===== src/rtl/dnn_layer_ctrl.sv =====
// Pass sequencer for the 8-neuron MAC datapath (dnn_dp).
// Runs one layer pass in four steps: clear the accumulators, stream the x
// vectors, wait out the array latency, then capture the activations.
// Every output comes from a register.
module dnn_layer_ctrl #(
  parameter int DW     = 16,
  parameter int NN     = 8,
  parameter int AW     = 8,
  parameter int DP_LAT = 9
) (
  input  logic              clk,
  input  logic              rst_n,
  input  logic              start,
  input  logic              abort,
  input  logic [AW-1:0]     n_vec,
  output logic              busy,
  output logic              done,
  output logic              x_rd_en,
  output logic [AW-1:0]     x_rd_addr,
  output logic              x_zero,
  output logic              dp_en,
  output logic              dp_clr,
  input  logic [NN*DW-1:0]  a_in,
  output logic [NN*DW-1:0]  a_out
);

  localparam int CW = $clog2(DP_LAT + 1);

  typedef enum logic [1:0] {IDLE, CLEAR, FEED, DRAIN} state_t;

  state_t          state, state_nx;
  logic [AW-1:0]   n_lat, n_lat_nx;
  logic [CW-1:0]   cnt, cnt_nx;
  logic            busy_nx, done_nx, x_rd_en_nx, x_zero_nx, dp_en_nx, dp_clr_nx;
  logic [AW-1:0]   x_rd_addr_nx;
  logic            capture;

  // Next-state and next-output logic; every output is registered below.
  always_comb begin
    state_nx     = state;
    n_lat_nx     = n_lat;
    cnt_nx       = cnt;
    busy_nx      = busy;
    done_nx      = 1'b0;
    dp_clr_nx    = 1'b0;
    dp_en_nx     = dp_en;
    x_rd_en_nx   = x_rd_en;
    x_rd_addr_nx = x_rd_addr;
    // x_zero follows the read strobe by one cycle, matching the buffer read latency.
    x_zero_nx    = ~x_rd_en;
    capture      = 1'b0;

    case (state)
      IDLE: begin
        if (start && !abort) begin
          state_nx     = CLEAR;
          n_lat_nx     = n_vec;
          busy_nx      = 1'b1;
          dp_clr_nx    = 1'b1;
          dp_en_nx     = 1'b1;
          x_rd_addr_nx = '0;
          cnt_nx       = '0;
        end
      end
      CLEAR: begin
        x_rd_addr_nx = '0;
        cnt_nx       = '0;
        if (n_lat == '0) begin
          state_nx   = DRAIN;
          x_rd_en_nx = 1'b0;
        end else begin
          state_nx   = FEED;
          x_rd_en_nx = 1'b1;
        end
      end
      FEED: begin
        // The read address doubles as the feed counter.
        if (x_rd_addr == n_lat - AW'(1)) begin
          state_nx   = DRAIN;
          x_rd_en_nx = 1'b0;
          cnt_nx     = '0;
        end else begin
          x_rd_addr_nx = x_rd_addr + AW'(1);
        end
      end
      DRAIN: begin
        if (cnt == CW'(DP_LAT - 1)) begin
          state_nx = IDLE;
          capture  = 1'b1;
          done_nx  = 1'b1;
          busy_nx  = 1'b0;
          dp_en_nx = 1'b0;
        end else begin
          cnt_nx = cnt + CW'(1);
        end
      end
      default: state_nx = IDLE;
    endcase

    // Abort overrides everything outside IDLE: quiet the datapath and skip the capture.
    if (abort && state != IDLE) begin
      state_nx   = IDLE;
      busy_nx    = 1'b0;
      done_nx    = 1'b0;
      dp_en_nx   = 1'b0;
      dp_clr_nx  = 1'b0;
      x_rd_en_nx = 1'b0;
      x_zero_nx  = 1'b1;
      capture    = 1'b0;
    end
  end

  // State, counters and registered outputs.
  always_ff @(posedge clk or negedge rst_n) begin
    if (!rst_n) begin
      state     <= IDLE;
      n_lat     <= '0;
      cnt       <= '0;
      busy      <= 1'b0;
      done      <= 1'b0;
      dp_en     <= 1'b0;
      dp_clr    <= 1'b0;
      x_rd_en   <= 1'b0;
      x_rd_addr <= '0;
      x_zero    <= 1'b1;
    end else begin
      state     <= state_nx;
      n_lat     <= n_lat_nx;
      cnt       <= cnt_nx;
      busy      <= busy_nx;
      done      <= done_nx;
      dp_en     <= dp_en_nx;
      dp_clr    <= dp_clr_nx;
      x_rd_en   <= x_rd_en_nx;
      x_rd_addr <= x_rd_addr_nx;
      x_zero    <= x_zero_nx;
    end
  end

  // Activation holding register: a bit-exact copy of a_in, taken on the last drain edge.
  always_ff @(posedge clk or negedge rst_n) begin
    if (!rst_n) begin
      a_out <= '0;
    end else if (capture) begin
      a_out <= a_in;
    end
  end

endmodule


===== config.mk =====
export PLATFORM = sky130hd
export DESIGN_NAME = dnn_layer_ctrl
export DESIGN_NICKNAME = d
export VERILOG_FILES = /design/src/rtl/dnn_layer_ctrl.sv
export SDC_FILE = /design/constraint.sdc
export NUM_CORES = 1
export LEC_CHECK = 0
export CORE_MARGIN = 5
export CORE_UTILIZATION = 34
export DETAILED_ROUTE_END_ITERATION = 12
export GPL_TIMING_DRIVEN = 0
export PLACE_DENSITY = 0.67
export SLEW_MARGIN = 10
export SYNTH_ARGS = -nofsm -noshare
export SYNTH_HDL_FRONTEND = slang
export SYNTH_SLANG_ARGS = --single-unit

===== constraint.sdc =====
create_clock -name clk -period 4.8 [get_ports clk]
set_input_delay 1.2 -clock clk [delete_from_list [all_inputs] [get_ports clk]]
set_output_delay 1.2 -clock clk [all_outputs]
set_load 0.05 [all_outputs]

Yosys cells after proc, flatten, opt, wreduce, memory -nomap -nowiden
Index checks and enable logic that the tools add are counted.
Word-level totals
  flip-flop bits (word level): 155
  input port bits: 140
  output and inout bits: 142
Cells by class
  $add $sub $neg: 3
  equal/unequal tests: 12
  mux-type cells: 28
  bitwise logic cells: 1
  reduce and logical (&&, ||, !) cells: 15
Operators with widths (number)
  8-bit case mux with 3 select lines: 1
  8-bit 2-to-1 mux: 2
  4-bit case mux with 4 select lines: 1
  1-bit 2-to-1 mux: 14
  4-bit 2-to-1 mux: 3
  3-bit AND reduction: 4
  3-bit inequality test, second input constant: 3
  3-bit nonzero test: 3
  8-bit by 1-bit adder with 8-bit output, second input constant: 1
  8-bit == test: 1
  8-bit logical NOT: 1
  2-bit 2-to-1 mux: 4
  2-bit inequality test, second input constant: 4
  2-bit case mux with 4 select lines: 1
  8-bit by 1-bit subtractor with 8-bit output, second input constant: 1
  4-bit by 1-bit adder with 4-bit output, second input constant: 1
  2-bit == test, second input constant: 2
  4-bit == test, second input constant: 1
  1-bit case mux with 2 select lines: 2
  2-bit AND reduction: 2
  2-bit by 1-bit == test with 1-bit output, second input constant: 1
  1-bit logical AND: 2
  2-bit logical NOT: 1
  2-bit nonzero test: 1
  2 further kinds: 2

Depth between registers and ports, before layout
Gate-level depths: netlist of run 1.
  depth in word-level cells: 5
  depth in mapped cells: 9
  gate-level depth less buffers: 8

Worst setup path before layout of run 1
No wires, ideal clock.
  path kind: input port to flip-flop
  from: in abort
  to: reg a_out[0]
  setup time: 125 ps
  arrival: 2502 ps
  data required time: 4675 ps
  slack: 2173 ps
  stages on the path: 5
  buffers on the path: 2
  cells stage by stage: nand2b_1 -> and3_1 -> clkbuf_1 -> clkbuf_1 -> mux2_2
On the way
  longest elaborated chain between the ends: 2
RTL lines
  start: declaration: RTL line 14  | input logic abort,
  1-bit logical AND: RTL line 101  | if (abort && state != IDLE) begin
  1-bit 2-to-1 mux: RTL line 101
  end signal: assignment: RTL line 145  | a_out <= a_in;
  end: declaration: RTL line 24  | output logic [NN*DW-1:0] a_out
Every way passes these cells.
A chain may end at the register's enable or synchronous reset.

Final worst setup path of run 1
  from: in abort
  to: reg a_out[66]
Same word-level chain as after synthesis.

==> results.json, run 1 <==
{
  "root_buffer": "clkbuf_16",
  "crit_path_start": "abort",
  "wl_um": 19200,
  "clock_path_buffers": 2,
  "dp.cells": 994,
  "grt_pass1_wl_um": 29300,
  "final_core_util_pct": 54.7,
  "syn_area_um2": 6490,
  "cpMaxStageDelayCell": "clkbuf_1",
  "drt-initial-drc-count": 227,
  "fillers": 1567,
  "cts_resized": 0,
  "dpl_worst_slack_ps": 959,
  "skew_ps": 6.91,
  "place_congestion": 0.784,
  "firstDrtPassIters": 5,
  "cts_sinks": 155,
  "layout-drive-gt1-share_pct": 21.3,
  "p_int_mw": 3.28,
  "crit_family": "buffers and inverters",
  "die-height_um": 148,
  "io_pins": 282,
  "layout_setup_ws_ps": 1470,
  "grt_start_max_net_pins": 112,
  "use_met1_pct": 19.7,
  "slew_headroom_pct": 51.4,
  "cp-end-kind": "flip-flop",
  "critPathMaxFanout": 10,
  "antenna_found_initial": 1,
  "postCtsHoldBufs": 0,
  "core_area_um2": 18800,
  "slowest_delay_ps": 530,
  "crit_buf_inv": 3,
  "vias": 4921,
  "ys_ff_latch": 155,
  "finalHoldViolCount": 0,
  "holdCritStartpoint": "x_rd_en$_DFFE_PN0P_",
  "synth-xor-area-share_pct": 1.29,
  "syn-instance-count": 478,
  "hold_end": "x_zero$_DFF_PN1_",
  "critPathLaunchType": "input pin",
  "p_sw_mw": 2.09,
  "min_path_type": "reg -> reg",
  "clk_latency_ps": 420,
  "combPwrFrac_pct": 40.3,
  "num-nets-final": 928,
  "grtUsageTotal_pct": 17.1,
  "ys_seq_area_share_pct": 59.8,
  "finish.instance_area_um2": 10300,
  "path_clk_slew_ps": 70,
  "fp.dieW_um": 148,
  "synth_fp_nets": 627,
  "path_class": "in -> reg",
  "swShare_pct": 38.8,
  "use_met3_pct": 4.84,
  "synth_simple_gate_area_share_pct": 6.54,
  "grt.busiest_layer": "met2",
  "grt_setup_unrepaired": "false",
  "min_period_ps": 3330,
  "worstPathCellList": "clkdlybuf4s50_1 > nand2b_1 > and3_1 > clkbuf_1 > clkbuf_1 > mux2_2",
  "reg2reg_depth": 7,
  "ys.flop_type": "dfrtp_1",
  "status": "finished clean",
  "r2r_end": "a_out[66]$_DFFE_PN0P_",
  "syn_to_final_growth_pct": 58.1,
  "finalMaxSlewViolations": 0,
  "numPortBuffers": 281,
  "reg2reg_slack_ps": 1900,
  "diodes": 0,
  "routedWlPerCell_um": 18.7,
  "synth_top_family_by_area": "multiplexers",
  "ant_nets": 0,
  "clock_power_share_pct": 27.0,
  "cap_violations": 0,
  "ys_warn_count": 0,
  "synth.distinct_cells": 56,
  "post_synth.cell_area_avg_um2": 13.6,
  "synthArstFlopShare_pct": 100,
  "cts_buffers": 17,
  "cp.arrival_ps": 3630,
  "dpl_cell_area_um2": 9630,
  "row_count": 50,
  "p_leak_nw": 4.54,
  "cts_tree": "yes",
  "setup_viol": 0,
  "irDropWorstVdd_mv": 0.269,
  "cts_max_level": 4,
  "power_density_nw_per_um2": 523,
  "drcViolationCount": 0,
  "worstMarginPinSlew_ps": 728,
  "grtUsageMet2_pct": 30.6,
  "fin_cells": 1026,
  "start_util_pct": 34.6,
  "max_freq_mhz": 300,
  "dieArea_um2": 22000,
  "required_ps": 5100,
  "viasPerCell": 4.80,
  "synth-edff-count": 0,
  "r2r_start": "state[0]$_DFFE_PN0P_",
  "synth_compound_area_share_pct": 5.59,
  "hold_depth": 1,
  "power_frac_seq_pct": 32.7,
  "finalSetupTns_ps": 0,
  "synth.area.mux_share_pct": 22.5,
  "post-route-period-util_pct": 69.4,
  "synthAdderAreaFrac_pct": 1.74,
  "post-cts-setup-buffers": 0,
  "grt-ovfl-total": 0,
  "dp_hpwl_um": 14900,
  "cpMostUsedCell": "clkbuf_1",
  "grt_pass1_vias": 5119
}
-- registers in the layout, indices dropped and copies added, names as in the netlist --
| signal | count |
|---|---|
| x_zero | 1 |
| x_rd_en | 1 |
| state | 2 |
| done | 1 |
| a_out | 128 |
| dp_clr | 1 |
| dp_en | 1 |
| cnt | 4 |
| x_rd_addr | 8 |
| n_lat | 8 |
-- worst max-delay path by stage --
| stage | to | slack (ps) | cells past startpoint |
|---|---|---|---|
| 2_1_floorplan | a_out[0]$_DFFE_PN0P_ | 2170 | 5 |
| 3_3_place_gp | a_out[0]$_DFFE_PN0P_ | -3700 | 1 |
| 3_5_place_dp | a_out[118]$_DFFE_PN0P_ | 960 | 6 |
| 4_1_cts | a_out[111]$_DFFE_PN0P_ | 1380 | 6 |
| 5_1_grt | a_out[114]$_DFFE_PN0P_ | 1300 | 6 |
| 6_report | a_out[66]$_DFFE_PN0P_ | 1470 | 6 |
-- cell families (layout without fill, tap and decap cells) --
logic type	after synthesis	after routing
multiplexers	130	130
XOR/XNOR	8	8
flip-flops	155	155
buffers and inverters	42	356
AO/OA/AOI/OAI	48	48
AND/OR/NAND/NOR	86	86
adder cells (fa/ha/maj)	9	9
-- final cells by class --
cell class	instances	area (um^2)	share of cell area (%)
buffer	25	101	0.988
timing repair buffer	282	2850	27.7
tap	234	293	2.85
inverter	17	63.8	0.622
clock inverter	14	205	2.00
multi-input combinational	281	2440	23.8
sequential	155	3880	37.8
clock buffer	18	429	4.18
-- synthesized netlist by cell type, types with 2 or more instances --
cell	count	area share (%)
o2111ai_1	2	0.27
nor4_1	2	0.19
or2_2	2	0.19
or3_1	4	0.39
o211ai_1	4	0.46
nand3_1	5	0.39
a31o_2	2	0.27
xnor2_1	5	0.67
mux2_1	8	1.4
and3_1	3	0.29
nor3_1	4	0.31
xor2_1	2	0.27
nand2b_1	2	0.19
nor2_1	12	0.69
a21oi_1	4	0.31
a221o_1	2	0.31
mux2_2	120	21
o21ai_0	6	0.46
a31oi_1	6	0.58
o22ai_1	2	0.19
nor2b_1	3	0.29
nand2_1	34	2.0
mux2i_1	2	0.31
ha_1	9	1.7
o32ai_1	2	0.27
clkbuf_1	20	1.2
dfrtp_1	154	59
inv_1	16	0.93
nand4_1	8	0.77
o21bai_1	2	0.23
o21ai_1	4	0.31
buf_2	3	0.23
-- metal layers --
metal  vias to the layer above  routed length [um]  part of all wire [%]
met5                         -                  13                 0.068
met4                         2                 436                   2.3
met3                        28                1340                   7.0
met2                       187                9870                    51
met1                      2414                7530                    39
li1                       2290                   -                     -
-- placed cells by master, fill, tap and decap left out, types with 3 or more instances in the layout --
cell,count
a21oi_1,4
a31oi_1,6
and3_1,3
buf_2,3
bufinv_16,4
clkbuf_1,21
clkbuf_16,17
clkdlybuf4s50_1,280
dfrtp_1,154
ha_1,9
inv_1,16
inv_6,6
mux2_1,8
mux2_2,120
nand2_1,34
nand3_1,5
nand4_1,8
nor2_1,12
nor2b_1,3
nor3_1,4
o211ai_1,4
o21ai_0,6
o21ai_1,4
or3_1,4
xnor2_1,5
-- worst register-to-register path, cell delays in order, from the launching register on --
cell	delay, ps
dfrtp_1	460
inv_1	140
ha_1	230
nand2b_1	260
and3_1	250
clkbuf_1	520
clkbuf_1	530
mux2_2	410
-- per-stage QoR --
step | hold WS [ps] | total power [mW]
floorplan | 481 | 3.15
global placement | 414 | 3.90
detailed placement | 435 | 3.95
CTS | 448 | 5.42
global route | 477 | 5.61
finish | 450 | 5.37
-- power groups by stage --
stage | combinational, mW | clock [mW] | sequential [mW]
final | 2.16 | 1.45 | 1.76
after detailed placement | 2.17 | 0 | 1.78
after floorplan | 0.606 | 0 | 2.54
after global routing | 2.28 | 1.54 | 1.80
after CTS | 2.18 | 1.48 | 1.76
after global placement | 2.13 | 0 | 1.77
(Power assumes the default switching activity.)
==> run 2, diff against run 1 <==
--- a/config.mk
+++ b/config.mk
@@ -9,7 +9,7 @@
 export CORE_UTILIZATION = 34
 export DETAILED_ROUTE_END_ITERATION = 12
 export GPL_TIMING_DRIVEN = 0
-export PLACE_DENSITY = 0.67
+export PLACE_DENSITY = 0.69
 export SLEW_MARGIN = 10
 export SYNTH_ARGS = -nofsm -noshare
 export SYNTH_HDL_FRONTEND = slang
==> constraint.sdc (replaced) <==
create_clock -name clk -period 2.88 [get_ports clk]
set_input_delay 0.72 -clock clk [delete_from_list [all_inputs] [get_ports clk]]
set_output_delay 0.72 -clock clk [all_outputs]
set_load 0.05 [all_outputs]
==> run 2 against run 1 <==
Effect of this change:
- hold slack worse by 220 ps
- combinational power is 66% higher
- final area is 0.56% lower
- count of clock-buffer cells in the layout is 1 lower
- flip-flop and latch count stayed put
==> results.json, run 2 (same netlist as run 1, synthesis figures left out) <==
{
  "multi_input_area_um2": 2440,
  "reg2reg_slack_ps": 140,
  "cts_sinks": 155,
  "dieArea_um2": 22000,
  "cts_resized": 1,
  "p_sw_mw": 3.52,
  "drcViolationCount": 0,
  "layout_setup_ws_ps": 144,
  "io_pins": 282,
  "ant_nets": 0,
  "slowest_delay_ps": 530,
  "final_core_util_pct": 54.4,
  "total_power_mw": 8.75,
  "postCtsHoldBufs": 0,
  "path_class": "reg -> reg",
  "largest-register": "a_out",
  "final-seq-area_um2": 3880,
  "r2r_end": "a_out[7]$_DFFE_PN0P_",
  "antenna_found_initial": 0,
  "r2r_start": "state[0]$_DFFE_PN0P_",
  "largest_reg_flops": 128,
  "grt-ovfl-total": 0,
  "status": "finished clean",
  "min_period_ps": 2740,
  "row_count": 50,
  "grt_start_max_net_pins": 96,
  "die-height_um": 148,
  "layout_common_cells": "280 x clkdlybuf4s50_1, 154 x dfrtp_1, 120 x mux2_2",
  "reg.largest.list": "a_out x128, n_lat x8, x_rd_addr x8",
  "clock_power_share_pct": 25.5,
  "finalHoldViolCount": 0,
  "root_buffer": "clkbuf_16",
  "critPathLaunchType": "flip-flop",
  "finalMaxSlewViolations": 0,
  "num-nets-final": 927,
  "cts_tree": "yes",
  "firstDrtPassIters": 4,
  "layout-drive-gt1-share_pct": 21.7,
  "irDropWorstVdd_mv": 0.432,
  "final_common_cell": "clkdlybuf4s50_1",
  "grt_pass1_vias": 5259,
  "finalSetupTns_ps": 0,
  "post-route-period-util_pct": 95.0,
  "skew_ps": 10.3,
  "wl_um": 18500,
  "clock_path_buffers": 2,
  "cts_buffers": 17,
  "power_frac_seq_pct": 33.5,
  "crit_buf_inv": 3,
  "setup_viol": 0,
  "fillers": 1541,
  "drt-initial-drc-count": 159,
  "combPwrFrac_pct": 41.0,
  "cap_violations": 0,
  "path_clk_slew_ps": 70,
  "diodes": 0,
  "grt_pass1_wl_um": 29100,
  "post-cts-setup-buffers": 0,
  "dp_hpwl_um": 14100,
  "cp.arrival_ps": 3040,
  "p_int_mw": 5.23,
  "numPortBuffers": 281,
  "dpl_worst_slack_ps": -559,
  "max_freq_mhz": 365,
  "cts_max_level": 4,
  "cpMaxStageDelayCell": "clkbuf_1",
  "clk_latency_ps": 420,
  "fp.dieW_um": 148,
  "vias": 4938,
  "slew_headroom_pct": 51.7,
  "routedWlPerCell_um": 18.1,
  "required_ps": 3190,
  "crit_family": "buffers and inverters",
  "grtUsageTotal_pct": 16.8,
  "cp-end-kind": "flip-flop",
  "reg2reg_depth": 7,
  "viasPerCell": 4.82,
  "swShare_pct": 40.2,
  "start_util_pct": 34.6,
  "p_leak_nw": 4.52,
  "critPathMaxFanout": 10,
  "place_congestion": 0.811,
  "worstMarginPinSlew_ps": 724,
  "power_density_nw_per_um2": 857,
  "grt_setup_unrepaired": "false",
  "worstPathCellList": "inv_1 > ha_1 > nand2b_1 > and3_1 > clkbuf_2 > clkbuf_1 > mux2_2",
  "core_area_um2": 18800,
  "syn_to_final_growth_pct": 57.2,
  "min_path_type": "in -> async"
}
[run 2: power by group through the flow]
stage | Sequential [mW] | Combinational, mW | Clock (mW)
after global placement | 2.94 | 3.53 | 0
after CTS | 2.93 | 3.61 | 2.28
final | 2.93 | 3.58 | 2.23
after floorplan | 4.23 | 1.01 | 0
after detailed placement | 2.97 | 3.60 | 0
after global routing | 3.00 | 3.79 | 2.39
[run 2: area by class of cell]
cell class              instances  share of cell area (%)
plain buffers                  24                   0.981
clock buffers                  17                    4.17
clock inverters                15                    1.50
inverters                      17                   0.625
multi-input cells             281                    24.0
flip-flops and latches        155                    38.0
well taps                     234                    2.87
repair buffers                282                    27.9
[run 2: worst reg2reg max path: cells and delay by family, from the launching register on]
family | cells | cell delay, ps
adder cells (fa/ha/maj) | 1 | 250
buffers and inverters | 3 | 1010
flip-flops | 1 | 440
multiplexers | 1 | 410
AND/OR/NAND/NOR | 2 | 510
[run 2: worst max-delay path by stage]
stage / start / to / slack (ps) / cells after the start
finish: state[0]$_DFFE_PN0P_ / a_out[7]$_DFFE_PN0P_ / 140 / 7
detailed placement: abort / a_out[126]$_DFFE_PN0P_ / -560 / 6
global route: state[0]$_DFFE_PN0P_ / a_out[6]$_DFFE_PN0P_ / 7 / 7
global placement: rst_n / a_out[69]$_DFFE_PN0P_ / -5040 / 1
CTS: state[0]$_DFFE_PN0P_ / a_out[79]$_DFFE_PN0P_ / 90 / 7
floorplan: x_rd_addr[3]$_DFFE_PN0P_ / x_rd_addr[7]$_DFFE_PN0P_ / 580 / 7
[run 2: metal layers]
layer	share of wire, %	routed length [um]	global-route usage, %
met1	40	7500	20.5
met2	49	9170	28.3
met3	8.3	1540	5.88
met4	1.7	323	5.08
met5	0	0	0
[run 2: per-stage QoR]
step | cells | hold slack (ps) | instance area (um^2)
after floorplan | 478 | 424 | 6490
after global placement | 993 | 432 | 9600
after detailed placement | 994 | 436 | 9630
after CTS | 1026 | 234 | 10200
after global routing | 1025 | 247 | 10200
final | 1025 | 231 | 10200
==> run 3, diff against run 2 <==
--- a/config.mk
+++ b/config.mk
@@ -5,11 +5,14 @@
 export SDC_FILE = /design/constraint.sdc
 export NUM_CORES = 1
 export LEC_CHECK = 0
+export CELL_PAD_IN_SITES_DETAIL_PLACEMENT = 1
+export CELL_PAD_IN_SITES_GLOBAL_PLACEMENT = 2
 export CORE_MARGIN = 5
-export CORE_UTILIZATION = 34
+export CORE_UTILIZATION = 24
 export DETAILED_ROUTE_END_ITERATION = 12
 export GPL_TIMING_DRIVEN = 0
-export PLACE_DENSITY = 0.69
+export PLACE_DENSITY_LB_ADDON = 0.1
+export SKIP_LAST_GASP = 1
 export SLEW_MARGIN = 10
 export SYNTH_ARGS = -nofsm -noshare
 export SYNTH_HDL_FRONTEND = slang
==> run 3 against run 2 <==
Effect of this change:
- core utilization shrank 16 points
- highest routed layer is now met5
- non-clock buffer count is the same
- die area rose by 39%
==> results.json, run 3 (same netlist as run 1, synthesis figures left out) <==
{
  "fillers": 2852,
  "endpoint": "x_rd_addr[7]$_DFFE_PN0P_",
  "final_core_util_pct": 38.7,
  "combPwrFrac_pct": 41.3,
  "required_ps": 3200,
  "place_congestion": 0.786,
  "vias": 4985,
  "skew_ps": 15.2,
  "grtUsageMet2_pct": 25.2,
  "syn_to_final_growth_pct": 60.0,
  "die-height_um": 174,
  "numPortBuffers": 281,
  "fp.dieW_um": 174,
  "layout_common_cells": "280 x clkdlybuf4s50_1, 154 x dfrtp_1, 120 x mux2_2",
  "viasPerCell": 4.40,
  "dpl_cell_area_um2": 9760,
  "grt_pass1_vias": 5360,
  "finalMaxSlewViolations": 0,
  "path_clk_slew_ps": 80,
  "r2r_end": "a_out[120]$_DFFE_PN0P_",
  "worstMarginPinSlew_ps": 707,
  "ant_nets": 0,
  "reg.largest.list": "a_out x128, n_lat x8, x_rd_addr x8",
  "critPathLaunchType": "input pin",
  "status": "finished clean",
  "largest-register": "a_out",
  "layout-drive-gt1-share_pct": 22.9,
  "reg2reg_depth": 7,
  "use_met1_pct": 17.6,
  "dieArea_um2": 30400,
  "p_sw_mw": 3.63,
  "path_class": "in -> reg",
  "cp.arrival_ps": 2980,
  "row_count": 60,
  "setup_viol": 0,
  "slew_headroom_pct": 52.8,
  "reg2reg_slack_ps": 240,
  "firstDrtPassIters": 4,
  "p_leak_nw": 4.56,
  "routedWlPerCell_um": 19.9,
  "worstPathCellList": "clkdlybuf4s50_1 > inv_1 > a21boi_1 > or2_2 > clkbuf_1 > nor3_1 > a221o_1",
  "start_util_pct": 24.2,
  "wl_um": 22600,
  "post-route-period-util_pct": 92.5,
  "power_density_nw_per_um2": 857,
  "min_path_type": "in -> async",
  "core_area_um2": 26800,
  "finalHoldViolCount": 0,
  "cts_tree": "yes",
  "use_met3_pct": 5.18,
  "io_pins": 282,
  "cts_buffers": 17,
  "grt-ovfl-total": 0,
  "critPathMaxFanout": 10,
  "cts_max_level": 4,
  "cpMaxStageDelayCell": "clkdlybuf4s50_1",
  "cts_sinks": 155,
  "swShare_pct": 40.8,
  "antenna_found_initial": 4,
  "hold_ws_ps": 233,
  "cap_violations": 0,
  "clk_latency_ps": 430,
  "finish.instance_area_um2": 10400,
  "crit_path_start": "abort",
  "grt.busiest_layer": "met2",
  "clock_path_buffers": 2,
  "grt_start_max_net_pins": 84,
  "drt-initial-drc-count": 134,
  "dp_hpwl_um": 17700,
  "grt_setup_unrepaired": "false",
  "cp-end-kind": "flip-flop",
  "slowest_delay_ps": 570,
  "drcViolationCount": 0,
  "max_freq_mhz": 375,
  "grt_pass1_wl_um": 34500,
  "root_buffer": "clkbuf_16",
  "r2r_start": "state[0]$_DFFE_PN0P_",
  "power_frac_seq_pct": 33.0,
  "irDropWorstVdd_mv": 0.370,
  "largest_reg_flops": 128,
  "final_common_cell": "clkdlybuf4s50_1",
  "grtUsageTotal_pct": 14.8,
  "num-nets-final": 927,
  "min_period_ps": 2660,
  "clock_power_share_pct": 25.7,
  "p_int_mw": 5.26
}
==> run 3: layer usage <==
metal | up-vias | share of wire (%)
met5 | - | 0.098
met1 | 2465 | 41
met2 | 183 | 50
met4 | 6 | 1.8
li1 | 2301 | -
met3 | 30 | 7.6
==> run 3: stage by stage <==
| stage | TNS (ps) | setup WS [ps] | cells | power (mW) |
|---|---|---|---|---|
| final | 0 | 216 | 1133 | 8.90 |
| after global routing | 0 | 0.647 | 1133 | 9.36 |
| after CTS | -674 | -30.1 | 1133 | 9.04 |
| after detailed placement | -68430 | -703 | 1101 | 6.69 |
| after global placement | -932750 | -5590 | 1100 | 6.61 |
| after floorplan | 0 | 580 | 478 | 5.24 |
==> run 3: worst max-delay path: cells and delay by family <==
kind | cells | cell delay (ps)
buffers and inverters | 3 | 1030
AOI/OAI and AO/OA | 2 | 880
and+or+nand+nor | 2 | 350
==> run 3: worst min-delay path by stage <==
stage,slack (ps),depth (start not counted),end,from
2_1_floorplan,420,0,a_out[0]$_DFFE_PN0P_,rst_n
3_3_place_gp,470,1,a_out[76]$_DFFE_PN0P_,a_out[76]$_DFFE_PN0P_
3_5_place_dp,480,1,x_zero$_DFF_PN1_,x_rd_en$_DFFE_PN0P_
4_1_cts,260,1,a_out[119]$_DFFE_PN0P_,rst_n
5_1_grt,270,1,a_out[126]$_DFFE_PN0P_,rst_n
6_report,230,1,a_out[126]$_DFFE_PN0P_,rst_n
==> run 3: power groups by stage <==
stage	clock network [mW]	logic [mW]	registers (mW)
finish	2.29	3.67	2.94
global route	2.47	3.89	3.01
CTS	2.38	3.70	2.95
detailed placement	0	3.69	3.00
global placement	0	3.64	2.97
floorplan	0	1.01	4.23
==> run 3: area by class of cell <==
cell class / count / area, um^2 / share of cell area, %
Sequential cell: 155 / 3880 / 37.4
Timing Repair Buffer: 282 / 2850 / 27.4
Multi-Input combinational cell: 281 / 2460 / 23.7
Clock buffer: 19 / 443 / 4.27
Tap cell: 341 / 427 / 4.11
Clock inverter: 13 / 149 / 1.43
Buffer: 24 / 111 / 1.07
Inverter: 17 / 63.8 / 0.615
Antenna cell: 1 / 2.50 / 0.0241
==> run 3: repair_timing <==
action | CTS | global route
resized for setup | 8 | 8
hold endpoints to repair | 0 | 0
hold buffers | 0 | 0
endpoints found under the setup margin | 100 | 34
setup buffers | 0 | 0
